$ cat src/rtl/servo_pwm_gen.sv
// Hobby-servo PWM generator: one pulse per frame, width = MIN_PULSE_CYC + angle*STEP_CYC.
// Define SERVO_PWM_CLAMP_EN to clamp angles above 180 degrees before use.
module servo_pwm_gen #(
    parameter int PERIOD_CYC    = 1_000_000,
    parameter int MIN_PULSE_CYC = 25_000,
    parameter int STEP_CYC      = 556
) (
    input  logic        iClk,
    input  logic        iRst,
    input  logic        iEn,
    input  logic [7:0]  iAngle,
    output logic        oPwm,
    output logic        oFrame,
    output logic [19:0] oWidth,
    output logic [7:0]  oAngleLatched
);

    localparam logic [19:0] LAST_CNT = 20'(PERIOD_CYC - 1);
    localparam logic [19:0] MIN_W    = 20'(MIN_PULSE_CYC);
    localparam logic [19:0] STEP_W   = 20'(STEP_CYC);

    typedef enum logic [1:0] {IDLE, MUL, DONE} mulState_t;

    mulState_t   state, nextState;
    logic [19:0] cnt;
    logic        enQ;
    logic        widthValid;
    logic [19:0] acc;
    logic [19:0] stepSh;
    logic [7:0]  angleSh;
    logic [2:0]  bitIdx;
    logic        frameStart;
    logic        enNow;
    logic        pwmNext;
    logic [7:0]  angleIn;

    function automatic logic [7:0] clampAngle(input logic [7:0] a);
`ifdef SERVO_PWM_CLAMP_EN
        return (a > 8'd180) ? 8'd180 : a;
`else
        return a;
`endif
    endfunction

    assign frameStart = (cnt == 20'd0);
    assign angleIn    = clampAngle(iAngle);
    assign enNow      = frameStart ? iEn : enQ;
    // Until the new width is loaded the pulse is held high; MIN_PULSE_CYC exceeds the multiply latency
    assign pwmNext    = enNow && ((frameStart || !widthValid) ? 1'b1 : (cnt < oWidth));

    always_ff @(posedge iClk or posedge iRst) begin
        if (iRst) begin
            state <= IDLE;
        end else begin
            state <= nextState;
        end
    end

    always_comb begin
        nextState = state;
        case (state)
            IDLE:    nextState = IDLE;
            MUL:     nextState = (bitIdx == 3'd7) ? DONE : MUL;
            DONE:    nextState = IDLE;
            default: nextState = IDLE;
        endcase
        if (frameStart) begin
            nextState = MUL;
        end
    end

    always_ff @(posedge iClk or posedge iRst) begin
        if (iRst) begin
            cnt           <= 20'd0;
            enQ           <= 1'b0;
            widthValid    <= 1'b0;
            acc           <= 20'd0;
            stepSh        <= 20'd0;
            angleSh       <= 8'd0;
            bitIdx        <= 3'd0;
            oPwm          <= 1'b0;
            oFrame        <= 1'b0;
            oWidth        <= 20'd0;
            oAngleLatched <= 8'd0;
        end else begin
            cnt    <= (cnt == LAST_CNT) ? 20'd0 : cnt + 20'd1;
            oFrame <= frameStart;
            oPwm   <= pwmNext;
            if (frameStart) begin
                enQ           <= iEn;
                oAngleLatched <= angleIn;
                widthValid    <= 1'b0;
                acc           <= 20'd0;
                stepSh        <= STEP_W;
                angleSh       <= angleIn;
                bitIdx        <= 3'd0;
            end else if (state == MUL) begin
                // LSB-first shift-add: add STEP_CYC<<i when angle bit i is set
                if (angleSh[0]) begin
                    acc <= acc + stepSh;
                end
                angleSh <= angleSh >> 1;
                stepSh  <= stepSh << 1;
                bitIdx  <= bitIdx + 3'd1;
            end else if (state == DONE) begin
                oWidth     <= MIN_W + acc;
                widthValid <= 1'b1;
            end
        end
    end

endmodule

$ cat config.mk
export PLATFORM = sky130hd
export DESIGN_NAME = servo_pwm_gen
export DESIGN_NICKNAME = d
export VERILOG_FILES = /design/src/rtl/servo_pwm_gen.sv
export SDC_FILE = /design/constraint.sdc
export NUM_CORES = 1
export LEC_CHECK = 0
export CORE_ASPECT_RATIO = 2
export CORE_UTILIZATION = 41
export CTS_CLUSTER_DIAMETER = 120
export DETAILED_ROUTE_END_ITERATION = 10
export PLACE_DENSITY = 0.56
export SYNTH_ARGS = -nofsm -noshare
export SYNTH_HDL_FRONTEND = slang
export SYNTH_SLANG_ARGS = --single-unit
export TNS_END_PERCENT = 10
$ cat constraint.sdc
create_clock -name iClk -period 7.9 [get_ports iClk]
set_clock_uncertainty 0.2 [all_clocks]
set_input_delay 1.975 -clock iClk [delete_from_list [all_inputs] [get_ports iClk]]
set_output_delay 1.975 -clock iClk [all_outputs]
set_load 0.005 [all_outputs]
==> results of run 1 <==
power groups by stage:
stage                     Combinational [uW]  Clock [uW]  Sequential [uW]
after floorplan                          301           0              631
after global placement                   439           0              641
after detailed placement                 447           0              644
after CTS                                449         453              635
after global routing                     502         473              644
final                                    444         441              633
stage by stage:
stage                     util [%]  instances  total power [uW]  hold slack [ps]
after floorplan                  -        603               932              228
after global placement        46.1        774              1080              262
after detailed placement      46.1        774              1090              267
after CTS                     48.4        789              1540              283
after global routing          48.4        789              1620              299
final                         48.4        789              1520              271
final cells by class:
type	instances	area (sq um)	area share [%]
multi-input cells	450	2860	45.0
inverters	30	115	1.81
repair buffers	43	418	6.58
clock buffers	13	260	4.10
clock inverters	2	35.0	0.551
well taps	152	190	2.99
flip-flops and latches	99	2480	39.0
cell usage in the layout, fill, tap and decap left out, drive strengths merged, types with 2 or more instances in the layout:
cell type	count
xor2	22
mux2i	13
conb	2
nor2	42
a21oi	46
ha	40
clkdlybuf4s50	38
nor4b	3
o21a	7
nand3	20
a211o	3
and3	5
nand4	12
and4	3
xnor2	17
inv	30
a211oi	4
buf	5
dfrtp	99
o21ai	40
nor3	10
nand2	106
or3	6
a21o	16
o31ai	4
mux2	2
o211ai	2
nor4	4
o31a	2
nor2b	5
clkbuf	13
final timing paths:
path | from | end | slack (ps) | cells past startpoint
max in group asynchronous | iRst | oAngleLatched[1]$_DFFE_PP0P_ | 4500 | 3
worst max-delay path | oWidth[16]$_DFFE_PP0P_ | oWidth[16] | 4480 | 1
worst max register to register | cnt[0]$_DFF_PP0_ | oPwm$_DFF_PP0_ | 4800 | 11
min in group asynchronous | iRst | enQ$_DFF_PP0_ | 1830 | 2
worst min register to register | enQ$_DFF_PP0_ | enQ$_DFF_PP0_ | 270 | 2
worst min-delay path | enQ$_DFF_PP0_ | enQ$_DFF_PP0_ | 270 | 2
state kept, by name, indices dropped and copies added, names as in the netlist:
name and flops:
oAngleLatched 8, enQ 1, acc 18, state 2, oPwm 1, oFrame 1, oWidth 18, widthValid 1
bitIdx 3, cnt 20, stepSh 18, angleSh 8
worst register-to-register path, delay by kind of cell (launching register included):
| family | cells | cell delay, ps |
|---|---|---|
| buf+inv | 3 | 1080 |
| flops | 1 | 410 |
| compound gates | 2 | 210 |
| simple gates | 5 | 1000 |
| fa+ha+maj | 1 | 140 |
layer usage:
layer | wire [um] | part of all wire [%] | vias up | global-route usage [%]
li1 | - | - | 2136 | -
met1 | 4750 | 39 | 2027 | 20.0
met2 | 6760 | 55 | 62 | 35.5
met3 | 259 | 2.1 | 25 | 2.48
met4 | 421 | 3.5 | 0 | 8.84
met5 | 0 | 0 | - | 0
logic make-up after synthesis:
kind of cell               count (synthesis)  synth area share (%)
and+or+nand+nor                          223                  18.6
AOI/OAI and AO/OA                        130                  14.4
DFF                                       99                  44.5
buffers and inverters                     54                  4.12
adders and majority gates                 41                  9.36
xor gates and xnor gates                  39                  6.14
muxes                                     15                  2.74
other                                      1                0.0674
==> impl_summary.log, run 1 <==
[metrics] Die Wd: ~84 um
[metrics] clk root buf: clkbuf_16
[metrics] count of TritonRoute iterations in the first routing pass: 7
[metrics] type of element launching the critical path: flop
[metrics] post-CTS setup repair buffer count: 0
[metrics] highest fanout seen on the critical path: 3
[metrics] Ports: 41
[metrics] clock transition at the registers of the reported paths: 60 ps
[metrics] Yosys reg bits: 99
[metrics] maxcap violations: 0
[metrics] pre-CTS worst setup slack: between 4000 and 5000 ps
[metrics] count of final max-slew check failures: 0
[metrics] count of flip-flops with a built-in enable after synthesis: 0
[metrics] Syn-to-layout area delta: 14.3%
[metrics] setup repair after global routing missed its margin: false
[metrics] antenna violations before repair: 0
[metrics] Clk network pwr share: 29.0%
[metrics] Placed Instance Area: 6060 sq um
[metrics] average vias per placed instance: between 5 and 6
[metrics] number of hold violations in the final report: 0
[metrics] area of the die: around 14000 sq um
[metrics] number of nets in the layout: 685
[metrics] transition time at the pin with the least slew margin: 916 ps
[metrics] static power due to leakage: 0.00313 uW
[metrics] number of antenna-violating nets in the routed design: 0
[metrics] register share of total power: 41.7%
[metrics] worst hold path type: flop to flop
[metrics] most area-hungry cell type in the Yosys netlist: dfrtp_1
[metrics] maximum number of pins on one net before global-route repair: 60
[metrics] critical path, cell by cell: clkdlybuf4s50_1
[metrics] critical path class: flop to output port
[metrics] fillcell total: 1268
[metrics] H-tree level count: 3
[metrics] highest cell delay on the worst timing path: 520 ps
[metrics] cell at the slowest stage of the critical path: clkdlybuf4s50_1
[metrics] gate family responsible for the most delay along the worst path: buffers and inverters
[metrics] category of the worst setup path capture point: output port
[metrics] highest attainable clock frequency: around 290 MHz
[metrics] WP data required: 5730 ps
[metrics] leading post-synthesis cells by cell area: dfrtp_1, ha_1, nand2_1
[metrics] Data arrival, critical path: 1250 ps
[metrics] Total GRT Usage: between 10% and 20%
[metrics] finished layout cell area: 6350 sq um
[metrics] antenna fix cells: 0
[metrics] Sw Ratio: a little under a third
[metrics] status: finished with violations
[metrics] Power per Cell Area: between 200 and 250 nW/um^2
[metrics] clock buffers created by TritonCTS: 9
[metrics] total via count after detailed routing: 4250
[metrics] Async SR Flop Fraction: 100%
[metrics] Main synth FF type: dfrtp_1
[metrics] cell types with the highest counts after synthesis: nand2_1, dfrtp_1, a21oi_1, nor2_1, ha_1
[metrics] instance count of the mapped netlist: 602
[metrics] warning count from the yosys run: 0
[metrics] mean post-synth cell area: roughly 9.2 sq um
[metrics] headroom to the max-slew limit: 38.8%
[metrics] global route overflow: 0
[metrics] Initial Utilization: 42.3%
[metrics] TritonCTS clock tree: done
[metrics] net switching power of the design: 468 uW
[metrics] via count of the first global-routing pass: 4331
[metrics] share of cells above drive strength 1: 5.34%
[metrics] total negative slack: 0 ps
[metrics] Placer Congestion: 0.874
[metrics] Worst Path Buf+Inv: 1
[metrics] final critical-path share of the clock period: 43.3%
[metrics] register area share after synthesis: 44.5%
[metrics] Peak VDD IR: 0.103 mV
[metrics] combinational power share: 29.3%
[metrics] distinct cell type count of the synthesized netlist: 55
[metrics] post-detailed-placement half-perimeter wirelength: 8.90 mm
[metrics] average routed wire per standard cell: 15.5 um
[metrics] smallest setup slack after layout: 4480 ps
[metrics] count leader, synth: nand2_1
[metrics] # clock sinks: 99
[metrics] final critical delay including setup and external delays: around 3400 ps
[metrics] final setup fails: 0
[metrics] aggregate routed wire length: 12.2 mm
[metrics] maximum clock path buffer count: 2
[metrics] number of remaining DRC errors: 3
[metrics] number of input and output port buffers inserted: 38
[metrics] placement row count: 59
[metrics] clock network latency to the later pin of the worst-skew pair: 340 ps
[metrics] core region area: 13100 sq um
[metrics] Starting DRT DRC Count: 178
[metrics] violated checks: design-rule violations
[metrics] Hold Buf Count CTS: 0
[metrics] Int Power: 1050 uW
[metrics] wire length of the first global-routing pass: roughly 21 mm
[metrics] post-cts sizing count: 0
[metrics] die height: roughly 170 um
[metrics] Yosys top cell area share: between 40 and 50%
[metrics] netlist area before placement: 5560 sq um
Power figures use the tool's default switching activity.
==> run 2, diff against run 1 <==
Clock period 7.9 ns to 3.29 ns, I/O delays scaled along.
==> run 2 against run 1 <==
The flow still finishes with violations (design-rule violations). Sequential power rose by 140%. Via count up 0.96%. Setup slack got worse by 4000 ps. Register-to-register slack got worse by 4300 ps. Critical path type is now flop to flop.
==> impl_summary.log, run 2 (synthesis results as in run 1) <==
[metrics] critical path class: flop to flop
[metrics] violated checks: design-rule violations
[metrics] placement row count: 59
[metrics] total negative slack: 0 ps
[metrics] Sw Ratio: 31.5%
[metrics] Power per Cell Area: between 500 and 600 nW/um^2
[metrics] status: finished with violations
[metrics] headroom to the max-slew limit: 39.6%
[metrics] number of input and output port buffers inserted: 38
[metrics] type of element launching the critical path: flop
[metrics] maximum clock path buffer count: 2
[metrics] M3 GR Usage: around 3.4%
[metrics] fillcell total: 1297
[metrics] combinational power share: 28.8%
[metrics] static power due to leakage: 0.00315 uW
[metrics] highest cell delay on the worst timing path: 500 ps
[metrics] register share of total power: slightly above 40%
[metrics] total via count after detailed routing: 4291
[metrics] most common library cell in the layout ignoring fill and taps: nand2_1
[metrics] Sequential cell area: 2480 sq um
[metrics] TritonCTS clock tree: done
[metrics] aggregate routed wire length: around 13 mm
[metrics] gate family responsible for the most delay along the worst path: compound AO/OA/AOI/OAI gates
[metrics] Largest register FFs: 20
[metrics] antenna violations before repair: 0
[metrics] # clock sinks: 99
[metrics] maximum number of pins on one net before global-route repair: 100
[metrics] transition time at the pin with the least slew margin: 906 ps
[metrics] post-detailed-placement half-perimeter wirelength: 9.39 mm
[metrics] area of the multi-input gates: 2860 sq um
[metrics] average vias per placed instance: 5.40
[metrics] final critical-path share of the clock period: between 80% and 90%
[metrics] WP data required: 3320 ps
[metrics] number of remaining DRC errors: 4
[metrics] most frequent cells in the layout: nand2_1, dfrtp_1, a21oi_1
[metrics] Starting DRT DRC Count: 189
[metrics] final critical delay including setup and external delays: 2790 ps
[metrics] Worst Path Buf+Inv: 1
[metrics] net switching power of the design: 1180 uW
[metrics] cell at the slowest stage of the critical path: o31ai_1
[metrics] Ports: 41
[metrics] number of nets in the layout: 689
[metrics] Data arrival, critical path: 2830 ps
[metrics] global route overflow: 0
[metrics] clock buffers created by TritonCTS: 9
[metrics] critical path, cell by cell: ha_1, inv_1, fa_1, nor2b_4, o31a_2, o31ai_1, nor3_1, o21ai_0, mux2i_1, nand2_1
[metrics] average routed wire per standard cell: roughly 16 um
[metrics] global-route layer with the greatest usage: met2
[metrics] Hold Buf Count CTS: 0
[metrics] clk root buf: clkbuf_16
[metrics] post-cts sizing count: 0
[metrics] antenna fix cells: 0
[metrics] number of antenna-violating nets in the routed design: 0
[metrics] area of the die: roughly 14000 sq um
[metrics] clock network latency to the later pin of the worst-skew pair: 350 ps
[metrics] Total GRT Usage: 19.3%
[metrics] via count of the first global-routing pass: 4521
[metrics] fraction of met1 tracks used by global routing: 20.4%
[metrics] largest reg by FF count: cnt
[metrics] worst hold path type: flop to flop
[metrics] clock transition at the registers of the reported paths: roughly 70 ps
[metrics] highest fanout seen on the critical path: 4
[metrics] final setup fails: 0
[metrics] Int Power: between 2000 and 3000 uW
[metrics] count of final max-slew check failures: 0
[metrics] share of cells above drive strength 1: 6.23%
[metrics] die height: 167 um
[metrics] wire length of the first global-routing pass: roughly 21 mm
[metrics] Syn-to-layout area delta: 15.5%
[metrics] post-CTS setup repair buffer count: 0
[metrics] number of hold violations in the final report: 0
[metrics] core region area: about 13000 sq um
[metrics] Clk network pwr share: a little under a third
[metrics] Peak VDD IR: around 0.30 mV
[metrics] setup repair after global routing missed its margin: false
[metrics] met2 Resource Use GR: 36.4%
[metrics] category of the worst setup path capture point: flop
[metrics] count of TritonRoute iterations in the first routing pass: 7
[metrics] maxcap violations: 0
[metrics] Die Wd: 84.4 um
[metrics] smallest hold slack: 267 ps
[metrics] H-tree level count: 3
[metrics] Initial Utilization: 42.3%
[metrics] Placer Congestion: approximately 0.96
[metrics] highest attainable clock frequency: 358 MHz
run 2: cell count changes in the layout (fill, tap and decap cells not counted):
cell        change
inv_4           -1
clkbuf_1        -1
inv_6           +1
clkinvlp_4      +3
buf_4           +3
buf_12          +1
clkbuf_8        -2
bufinv_16       +1
run 2: final timing paths:
path / slack [ps] / from / endpoint / cells after the start
max in group asynchronous: 1720 / iRst / cnt[11]$_DFF_PP0_ / 3
min in group asynchronous: 760 / iRst / cnt[2]$_DFF_PP0_ / 3
setup / recovery: 500 / acc[2]$_DFFE_PP0N_ / acc[18]$_DFFE_PP0N_ / 10
hold / removal: 270 / enQ$_DFF_PP0_ / enQ$_DFF_PP0_ / 2
setup reg to reg: 500 / acc[2]$_DFFE_PP0N_ / acc[18]$_DFFE_PP0N_ / 10
hold reg to reg: 270 / enQ$_DFF_PP0_ / enQ$_DFF_PP0_ / 2
run 2: per-layer routing:
metal  wire (um)  share of wire (%)
met4         471                3.7
met5           0                  0
met1        4940                 39
met3         256                2.0
met2        6910                 55
run 2: final cells by class:
| type | count | share of cell area [%] |
|---|---|---|
| repair buffers | 47 | 7.17 |
| clock buffers | 10 | 3.57 |
| inverters | 30 | 1.81 |
| flip-flops and latches | 99 | 38.6 |
| clock inverters | 6 | 1.38 |
| well taps | 152 | 2.96 |
| multi-input cells | 450 | 44.5 |
run 2: metrics by stage:
step	area, sq um	setup slack (ps)	util [%]	total power (uW)	std cells
finish	6420	497	48.9	3740	794
CTS	6420	499	48.9	3780	794
detailed placement	6100	548	46.4	2630	778
global placement	6100	560	46.4	2610	778
global route	6420	325	48.9	3990	794
floorplan	5570	765	-	2240	603
run 2: worst reg2reg max path: stages (launching register included):
cell and delay (ps):
dfrtp_1 400, ha_1 240, inv_1 80, fa_1 230, nor2b_4 60, o31a_2 330, o31ai_1 510, nor3_1 130
o21ai_0 220, mux2i_1 220, nand2_1 60
run 2: power by group through the flow:
stage                     clock network (uW)  logic, uW  registers, uW
final                                   1140       1080           1520
after CTS                               1170       1090           1530
after detailed placement                   0       1080           1550
after global placement                     0       1060           1550
after global routing                    1220       1220           1560
after floorplan                            0        722           1520
